$ cat src/rtl/bp_pkg.sv
// Shared definitions for the branch predictor slice.
//   - Mode encodings for the runtime predictor selection.
//   - 2-bit saturating counter states and the update helper sat2().
package bp_pkg;

    localparam logic [1:0] BP_STATIC  = 2'd0;
    localparam logic [1:0] BP_BIMODAL = 2'd1;
    localparam logic [1:0] BP_GSHARE  = 2'd2;

    localparam logic [1:0] CNT_SNT = 2'd0;
    localparam logic [1:0] CNT_WNT = 2'd1;
    localparam logic [1:0] CNT_WT  = 2'd2;
    localparam logic [1:0] CNT_ST  = 2'd3;

    // Next state of a 2-bit saturating counter after one resolved outcome.
    function automatic logic [1:0] sat2(input logic [1:0] cnt, input logic taken);
        if (taken) begin
            return (cnt == CNT_ST) ? CNT_ST : cnt + 2'd1;
        end
        return (cnt == CNT_SNT) ? CNT_SNT : cnt - 2'd1;
    endfunction

endpackage

$ cat src/rtl/sat_counter_table.sv
// Pattern history table: ENTRIES x 2-bit saturating counters.
//   clk, reset : clock, asynchronous active-low reset (all counters -> weakly not-taken)
//   rd_idx     : combinational read index
//   rd_cnt     : counter at rd_idx (pre-update value when written in the same cycle)
//   wr_en      : apply one training outcome at the next rising edge
//   wr_idx     : counter to train
//   wr_taken   : resolved direction (increment on 1, decrement on 0, saturating)
module sat_counter_table
    import bp_pkg::*;
#(
    parameter int unsigned ENTRIES  = 32,
    parameter int unsigned IDX_BITS = $clog2(ENTRIES)
) (
    input  logic                clk,
    input  logic                reset,
    input  logic [IDX_BITS-1:0] rd_idx,
    output logic [1:0]          rd_cnt,
    input  logic                wr_en,
    input  logic [IDX_BITS-1:0] wr_idx,
    input  logic                wr_taken
);

    logic [1:0] cnt_q [ENTRIES];

    always_ff @(posedge clk or negedge reset) begin
        if (!reset) begin
            for (int i = 0; i < int'(ENTRIES); i++) begin
                cnt_q[i] <= CNT_WNT;
            end
        end else if (wr_en) begin
            cnt_q[wr_idx] <= sat2(cnt_q[wr_idx], wr_taken);
        end
    end

    assign rd_cnt = cnt_q[rd_idx];

endmodule

$ cat src/rtl/gshare_branch_predictor.sv
// IF-stage next-PC predictor: direct-mapped BTB + 2-bit PHT + non-speculative GHR.
//   clk, reset      : clock, asynchronous active-low reset
//   mode            : 0 static not-taken, 1 bimodal, 2 gshare, 3 behaves as 0
//   current_pc      : IF-stage PC to look up
//   pred_pc         : predicted next PC (BTB target if predicted taken, else PC+4)
//   pred_taken      : lookup predicts taken
//   pred_idx        : PHT index used by this lookup, carried down the pipe to EX
//   upd_*           : EX-stage resolution (valid, is_cond, pc, idx, taken, target, miss)
//   ghr_out         : current global history
//   n_updates       : saturating count of resolved control transfers
//   n_misses        : saturating count of mispredictions
module gshare_branch_predictor
    import bp_pkg::*;
#(
    parameter int unsigned XLEN        = 32,
    parameter int unsigned BTB_ENTRIES = 32,
    parameter int unsigned IDX_BITS    = $clog2(BTB_ENTRIES),
    parameter int unsigned GHR_BITS    = 5,
    parameter int unsigned CNT_W       = 32
) (
    input  logic                clk,
    input  logic                reset,
    input  logic [1:0]          mode,
    input  logic [XLEN-1:0]     current_pc,
    output logic [XLEN-1:0]     pred_pc,
    output logic                pred_taken,
    output logic [IDX_BITS-1:0] pred_idx,
    input  logic                upd_valid,
    input  logic                upd_is_cond,
    input  logic [XLEN-1:0]     upd_pc,
    input  logic [IDX_BITS-1:0] upd_idx,
    input  logic                upd_taken,
    input  logic [XLEN-1:0]     upd_target,
    input  logic                upd_miss,
    output logic [GHR_BITS-1:0] ghr_out,
    output logic [CNT_W-1:0]    n_updates,
    output logic [CNT_W-1:0]    n_misses
);

    localparam int unsigned TAG_W = XLEN - IDX_BITS - 2;

    logic [BTB_ENTRIES-1:0] valid_q;
    logic [TAG_W-1:0]       tag_q [BTB_ENTRIES];
    logic [XLEN-1:0]        tgt_q [BTB_ENTRIES];
    logic [GHR_BITS-1:0]    ghr_q;
    logic [CNT_W-1:0]       n_updates_q;
    logic [CNT_W-1:0]       n_misses_q;

    logic [IDX_BITS-1:0] bidx;
    logic [TAG_W-1:0]    tag;
    logic [IDX_BITS-1:0] upd_bidx;
    logic [TAG_W-1:0]    upd_tag;
    logic                hit;
    logic                dyn_mode;
    logic [1:0]          pht_cnt;

    // Word-offset bits of the PCs carry no information for the tables.
    logic unused_pc_bits;
    assign unused_pc_bits = ^{current_pc[1:0], upd_pc[1:0]};

    assign bidx     = current_pc[IDX_BITS+1:2];
    assign tag      = current_pc[XLEN-1:IDX_BITS+2];
    assign upd_bidx = upd_pc[IDX_BITS+1:2];
    assign upd_tag  = upd_pc[XLEN-1:IDX_BITS+2];

    // ---------------------------------------------------------------- lookup
    always_comb begin
        pred_idx = '0;
        dyn_mode = 1'b0;
        case (mode)
            BP_BIMODAL: begin
                pred_idx = bidx;
                dyn_mode = 1'b1;
            end
            BP_GSHARE: begin
                pred_idx = bidx ^ IDX_BITS'(ghr_q);
                dyn_mode = 1'b1;
            end
            default: begin
                pred_idx = '0;
                dyn_mode = 1'b0;
            end
        endcase
    end

    assign hit        = valid_q[bidx] && (tag_q[bidx] == tag);
    assign pred_taken = dyn_mode && hit && pht_cnt[1];
    assign pred_pc    = pred_taken ? tgt_q[bidx] : current_pc + XLEN'(4);

    // Trained in every mode so a later mode switch starts from warm counters.
    sat_counter_table #(
        .ENTRIES  (BTB_ENTRIES),
        .IDX_BITS (IDX_BITS)
    ) u_pht (
        .clk      (clk),
        .reset    (reset),
        .rd_idx   (pred_idx),
        .rd_cnt   (pht_cnt),
        .wr_en    (upd_valid),
        .wr_idx   (upd_idx),
        .wr_taken (upd_taken)
    );

    // ------------------------------------------------------------------- BTB
    always_ff @(posedge clk or negedge reset) begin
        if (!reset) begin
            valid_q <= '0;
            for (int i = 0; i < int'(BTB_ENTRIES); i++) begin
                tag_q[i] <= '0;
                tgt_q[i] <= '0;
            end
        end else if (upd_valid && upd_taken) begin
            valid_q[upd_bidx] <= 1'b1;
            tag_q[upd_bidx]   <= upd_tag;
            tgt_q[upd_bidx]   <= upd_target;
        end
    end

    // ------------------------------------------------------------------- GHR
    // Only conditional branches shift history; jal/jalr would just dilute it.
    generate
        if (GHR_BITS == 1) begin : g_ghr_one
            always_ff @(posedge clk or negedge reset) begin
                if (!reset) begin
                    ghr_q <= '0;
                end else if (upd_valid && upd_is_cond) begin
                    ghr_q <= upd_taken;
                end
            end
        end else begin : g_ghr_shift
            always_ff @(posedge clk or negedge reset) begin
                if (!reset) begin
                    ghr_q <= '0;
                end else if (upd_valid && upd_is_cond) begin
                    ghr_q <= {ghr_q[GHR_BITS-2:0], upd_taken};
                end
            end
        end
    endgenerate

    // ------------------------------------------------- performance counters
    always_ff @(posedge clk or negedge reset) begin
        if (!reset) begin
            n_updates_q <= '0;
            n_misses_q  <= '0;
        end else if (upd_valid) begin
            if (n_updates_q != '1) begin
                n_updates_q <= n_updates_q + CNT_W'(1);
            end
            if (upd_miss && (n_misses_q != '1)) begin
                n_misses_q <= n_misses_q + CNT_W'(1);
            end
        end
    end

    assign ghr_out   = ghr_q;
    assign n_updates = n_updates_q;
    assign n_misses  = n_misses_q;

endmodule

$ cat config.mk
export PLATFORM = sky130hd
export DESIGN_NAME = gshare_branch_predictor
export DESIGN_NICKNAME = d
export VERILOG_FILES = /design/src/rtl/bp_pkg.sv /design/src/rtl/sat_counter_table.sv /design/src/rtl/gshare_branch_predictor.sv
export SDC_FILE = /design/constraint.sdc
export NUM_CORES = 2
export LEC_CHECK = 0
export ABC_AREA = 0
export BUFFER_PORTS_ARGS = -buffer_cell sky130_fd_sc_hd__buf_2
export CORE_MARGIN = 8
export CORE_UTILIZATION = 53
export CTS_CLUSTER_DIAMETER = 50
export DETAILED_ROUTE_END_ITERATION = 6
export PLACE_DENSITY = 0.69
export SYNTH_ARGS = -nofsm -noshare
export SYNTH_HDL_FRONTEND = slang
export SYNTH_SLANG_ARGS = --single-unit
$ cat constraint.sdc
create_clock -name clk -period 9.8 [get_ports clk]
set_input_delay 0 -clock clk [delete_from_list [all_inputs] [get_ports clk]]
set_output_delay 0 -clock clk [all_outputs]
set_load 0.02 [all_outputs]
# After elaboration in Yosys (flattened, before gate mapping)
# Index checks and enable logic that the tools add are counted.
# op_classes
add_sub_neg	5
order_cmp	9
eq_ne	6
muxes	35
bitwise	6
reduce_logical	13
# op_table
operator	count
bitwise mux 1024 bit	1
bitwise mux 800 bit	1
binary-select mux 32 bit (select 5 bit)	1
demux 32 bit (select 5 bit)	1
two-way mux 32 bit	4
binary-select mux 25 bit (select 5 bit)	1
demux 25 bit (select 5 bit)	1
two-way mux 25 bit	3
adder 32 x 1 -> 32 bit (second input constant)	2
bitwise mux 64 bit	1
inequality test 32 bit (second input constant)	2
adder 32 x 3 -> 32 bit (second input constant)	1
bitwise OR 32 bit	1
equality test 25 bit	1
greater-or-equal comparator 6 bit (second input constant)	4
inverter 5 -> 6 bit	4
binary-select mux 2 bit (select 5 bit)	2
two-way mux 2 bit	10
less-than comparator 5 x 6 -> 1 bit (second input constant)	2
less-than comparator 6 x 1 -> 1 bit (second input constant)	2
demux 2 bit (select 5 bit)	1
case mux 5 bit (2 select lines)	1
logical AND 1 bit	9
binary-select mux 1 bit (select 5 bit)	1
other kinds (11)	17
# totals
ff_bits	1989
in_bits	109
output_inout_bits	107
elab_cells	174

# Longest topological paths before layout
# depth
word_depth	10
depth_mapped	16
ltp_nobuf	12

# By module
# Synthesis repeated with hierarchy kept, for this count alone.
# hier_totals
cells_unflattened	5893
area_unflattened_um2	91597.8
# by_module_without_submodules
mod	instances	cells_each	area_per_inst_um2	seq_area_each_um2
gshare_branch_predictor	1	5579	87656.6	48171.2
sat_counter_table	1	314	3941.3	1641.6

# Least setup slack after synthesis
# OpenSTA, ideal clock, no wires.
# synth_timing
path_kind	input-to-output
from	in current_pc[2]
to	out pred_pc[3]
arrival_ps	3208
t_required_ps	9800
setup_slack_ps	6592
cell_stages	13
path_buffers	8
path_cell_list	buf_4 > buf_6 > buf_4 > buf_6 > buf_4 > buf_4 > buf_2 > buf_2 > mux4_2 > mux4_2 > nand2_1 > nand2_1 > mux2_1
# synth_via
elab_chain_cells	9
elab_cells_between_ends	21
classes_between	add/sub: 1; eq/ne: 1; mux: 13; bitwise: 3; reduce/logical: 3
# synth_rtl
element	line	text
start, declared	gshare_branch_predictor.sv:24	input logic [XLEN-1:0] current_pc,
inverter 5 -> 6 bit (implied by the code)	gshare_branch_predictor.sv:86, gshare_branch_predictor.sv:88	
binary-select mux 25 bit (select 5 bit)	gshare_branch_predictor.sv:86	assign hit = valid_q[bidx] && (tag_q[bidx] == tag);
two-way mux 25 bit (implied by the code) (2 in a row)	gshare_branch_predictor.sv:86	
equality test 25 bit	gshare_branch_predictor.sv:86	
logical AND 1 bit	gshare_branch_predictor.sv:86	
logical AND 1 bit (2 in a row)	gshare_branch_predictor.sv:87	assign pred_taken = dyn_mode && hit && pht_cnt[1];
two-way mux 32 bit *	gshare_branch_predictor.sv:88	assign pred_pc = pred_taken ? tgt_q[bidx] : current_pc + XLEN'(4);
end, declared	gshare_branch_predictor.sv:25	output logic [XLEN-1:0] pred_pc,
# Mark *: on every way between the ends. The rest lies on a longest branch, timed or not. The select of a mux whose other input is x is not followed.

# Worst setup path in the final report
# layout_timing
from	reg ghr_q[1], in the netlist ghr_out[1]
to	out pred_pc[3]
# layout_via
elab_chain_cells	8
# layout_rtl
element	line	text
start, declared	gshare_branch_predictor.sv:45	logic [GHR_BITS-1:0] ghr_q;
start signal, assigned	gshare_branch_predictor.sv:135	ghr_q <= {ghr_q[GHR_BITS-2:0], upd_taken};
bitwise XOR 5 bit	gshare_branch_predictor.sv:76	pred_idx = bidx ^ IDX_BITS'(ghr_q);
case mux 5 bit (2 select lines)	gshare_branch_predictor.sv:70	case (mode)
inverter 5 -> 6 bit (implied by the code)	sat_counter_table.sv:35	assign rd_cnt = cnt_q[rd_idx];
binary-select mux 2 bit (select 5 bit)	sat_counter_table.sv:35	
two-way mux 2 bit (implied by the code) (2 in a row)	sat_counter_table.sv:35	
logical AND 1 bit	gshare_branch_predictor.sv:87	
two-way mux 32 bit	gshare_branch_predictor.sv:88	
# No other way between the ends. The select of a mux whose other input is x is not followed.

==> results.yml <==
outcome:
  status: "complete, no violations"
logic_synthesis:
  synth-simple-area-share_pct: 2.58
  synth_fp_nets: 6031
  synth_edf_count: 0
  postSynth.asyncResetShare_pct: 100
  post_synth_mux_area_share_pct: 37.4
  ys_seq_area_share_pct: 54.5
  synth_xor_area_share_pct: 1.04
  yosysUniqueCellTypes: 73
  synth_compound_area_share_pct: 1.83
  synth_flop_cell: "dfrtp_1"
  syn-cell-area_um2: 91400
  netlist_instances: 5917
  synth_fa_ha_area_share_pct: 0.0904
  syn_area_per_cell_um2: 15.4
  yosysWarnings: 0
  ys_seq_elements: 1989
  synth_top_family_by_area: "multiplexers"
route:
  ant_nets: 0
  wl_per_cell_um: 30.0
  drt_iter0_drc: 4316
  drcViolationCount: 0
  dr_total_vias: 53465
  wl_um: 254000
  firstDrtPassIters: 5
  vias_per_cell: 6.31
cts:
  clock_sinks: 1989
  post_cts_buffers: 0
  cts_buffer_depth: 3
  cts_resized: 0
  h-tree-depth: 4
  cts-root-buf: "clkbuf_16"
  clkTransAtPathRegs_ns: 0.06
  cts_tree: "done"
  numCtsBuffers: 213
  clk_latency_ns: 0.85
power:
  switching_share_pct: 25.1
  power_density_nw_per_um2: 204
  p_int_mw: 15.6
  switching_power_mw: 5.23
  vdd_drop_max_v: 0.000151
  p_comb_share_pct: 13.3
  p_leak_nw: 47.2
  p_seq_share_pct: 47.6
  clkPwrFrac_pct: 39.1
final_layout:
  layout_common_cells: "dfrtp_1 (1957), mux2_2 (1907), mux4_2 (490)"
  layout.cells.most_common: "dfrtp_1"
  syn_to_final_growth_pct: 12.0
  final.fill_count: 13019
  layout.nets: 6095
  drive_gt1_share_pct: 51.3
worst_hold_path:
  min_path_type: "in2reg"
timing:
  fin_tns_setup_ns: 0
  slew_headroom_pct: 18.2
  worst_slack_ns: 4.18
  skew_ns: 0.0212
  fin_crit_sh_pct: 57.3
  rsz0062_at_grt: "false"
  hold_viol: 0
  finalSetupViolCount: 0
  finalMaxSlewViolations: 0
  fin_crit_ns: 5.62
  worst_slew_pin_slew_ns: 1.23
  max_freq_mhz: 178
worst_setup_path:
  worstReg2RegEnd: "n_updates[29]"
  crit_path_end: "pred_pc[3]"
  reg2reg_from: "n_updates[27]"
  ff2ff_path_depth: 9
  rrSetupSlack_ns: 6.58
  path_max_fanout: 32
  crit_arrival_ns: 5.62
  startpoint: "ghr_out[1]"
  required_ns: 9.80
  startpoint_type: "register"
  crit_type: "reg2out"
  worst_setup_path_end_kind: "output pin"
placed_design:
  port_buffers: 213
  place_ws_ns: 4.29
  globalplace.congestion: 0.861
  hpwl_um: 143000
floorplan:
  die_w_um: 431
  dieArea_um2: 186000
  core-area_um2: 171000
  die_h_um: 431
  num_rows: 152
  start_util_pct: 53.3
  io_pins: 216
global_routing:
  grt_pass1_vias: 56431
  grt_pass1_wl_um: 382000
  grt_antenna_before_repair: 23
  gr-total-overflow: 0
  grt_util_all_layers_pct: 27.3
  grt_max_degree: 179
job:
  drv_cap: 0
==> stage by stage <==
step	instance area, um^2	total power [mW]	std cells	utilization (%)	hold WS, ns
CTS	102000	21.0	8466	59.7	0.0283
floorplan	91400	11.9	5917	-	-0.296
finish	102000	20.9	8477	59.7	0.0786
detailed placement	94300	12.8	8001	55.0	0.0857
global placement	94300	12.7	8001	55.0	0.0853
global route	102000	21.7	8471	59.7	0.136
==> area by class of cell <==
class	count	area [um^2]	share of cell area (%)
flip-flops and latches	1989	49800	48.7
multi-input cells	3359	39500	38.6
clock buffers	319	6300	6.16
well taps	2310	2890	2.82
repair buffers	396	2810	2.75
clock inverters	71	918	0.897
inverters	22	90.1	0.0880
diodes	11	27.5	0.0269
==> metal layers <==
layer	up-vias	global-route usage [%]	part of all wire, %
met2	1496	44.8	49
li1	22121	-	-
met1	29374	37.6	42
met4	4	9.43	3.6
met5	-	0	0.011
met3	470	4.12	5.2
==> critical path, stage by stage (launching register included) <==
cell	delay (ns)
dfrtp_1	0.43
xor2_1	0.20
a32oi_2	0.51
clkinv_1	0.41
and3_1	0.26
a311oi_1	0.35
a31oi_1	0.09
a22oi_1	0.60
nand4_1	0.49
nor2_4	0.18
buf_4	0.53
mux2_1	0.49
buf_2	0.21
==> Yosys cell counts, types with 20 or more instances <==
master    number  area, um^2
nand4_1       35         219
a22oi_1       36         270
or2_2         23         144
dfrtp_1     1957       49000
clkbuf_1     372        1400
xor2_1        44         385
mux4_2       490       11000
inv_1         20        75.1
buf_4         23         173
xnor2_1       64         561
o221ai_1      30         263
buf_1        103         387
dfstp_2       32         841
mux2_2      1907       21500
nor2_1        65         244
a21oi_1       36         180
nand2_1      126         473
mux2i_1      161        1610
buf_2         43         215
nand3_1       60         300
==> power by group through the flow <==
stage	registers, mW	logic (mW)	clock network (mW)
global route	10.1	3.00	8.65
floorplan	9.90	2.01	0
CTS	9.91	2.81	8.30
detailed placement	10.1	2.77	0
global placement	9.98	2.68	0
finish	9.93	2.78	8.16
==> registers in the layout, indices dropped and copies added (netlist names) <==
register / count
ghr_out: 5
n_updates: 32
u_pht.cnt_q: 64
tag_q: 800
tgt_q: 1024
n_misses: 32
valid_q: 32
==> timing repair <==
| action | CTS | global route |
|---|---|---|
| setup endpoints to repair | 0 | 0 |
| hold buffers | 75 | 0 |
| hold endpoints to repair | 2438 | 0 |
==> kinds of logic after synthesis <==
family,after synthesis
buffers and inverters,569
AOI/OAI and AO/OA,228
muxes,2562
adders and majority gates,7
and+or+nand+nor,454
xor gates and xnor gates,108
DFF,1989
==> worst min-delay path by stage <==
stage                from               to  slack [ns]  depth (start not counted)
2_1_floorplan       reset       ghr_out[0]       -0.30                          0
3_5_place_dp        reset       tag_q[769]        0.09                          1
4_1_cts        upd_idx[0]  u_pht.cnt_q[29]        0.03                          4
5_1_grt         upd_pc[3]       tag_q[127]        0.14                          5
6_report       upd_idx[0]   u_pht.cnt_q[1]        0.08                          5
3_3_place_gp        reset       ghr_out[3]        0.09                          1
Power figures use the tool's default switching activity.
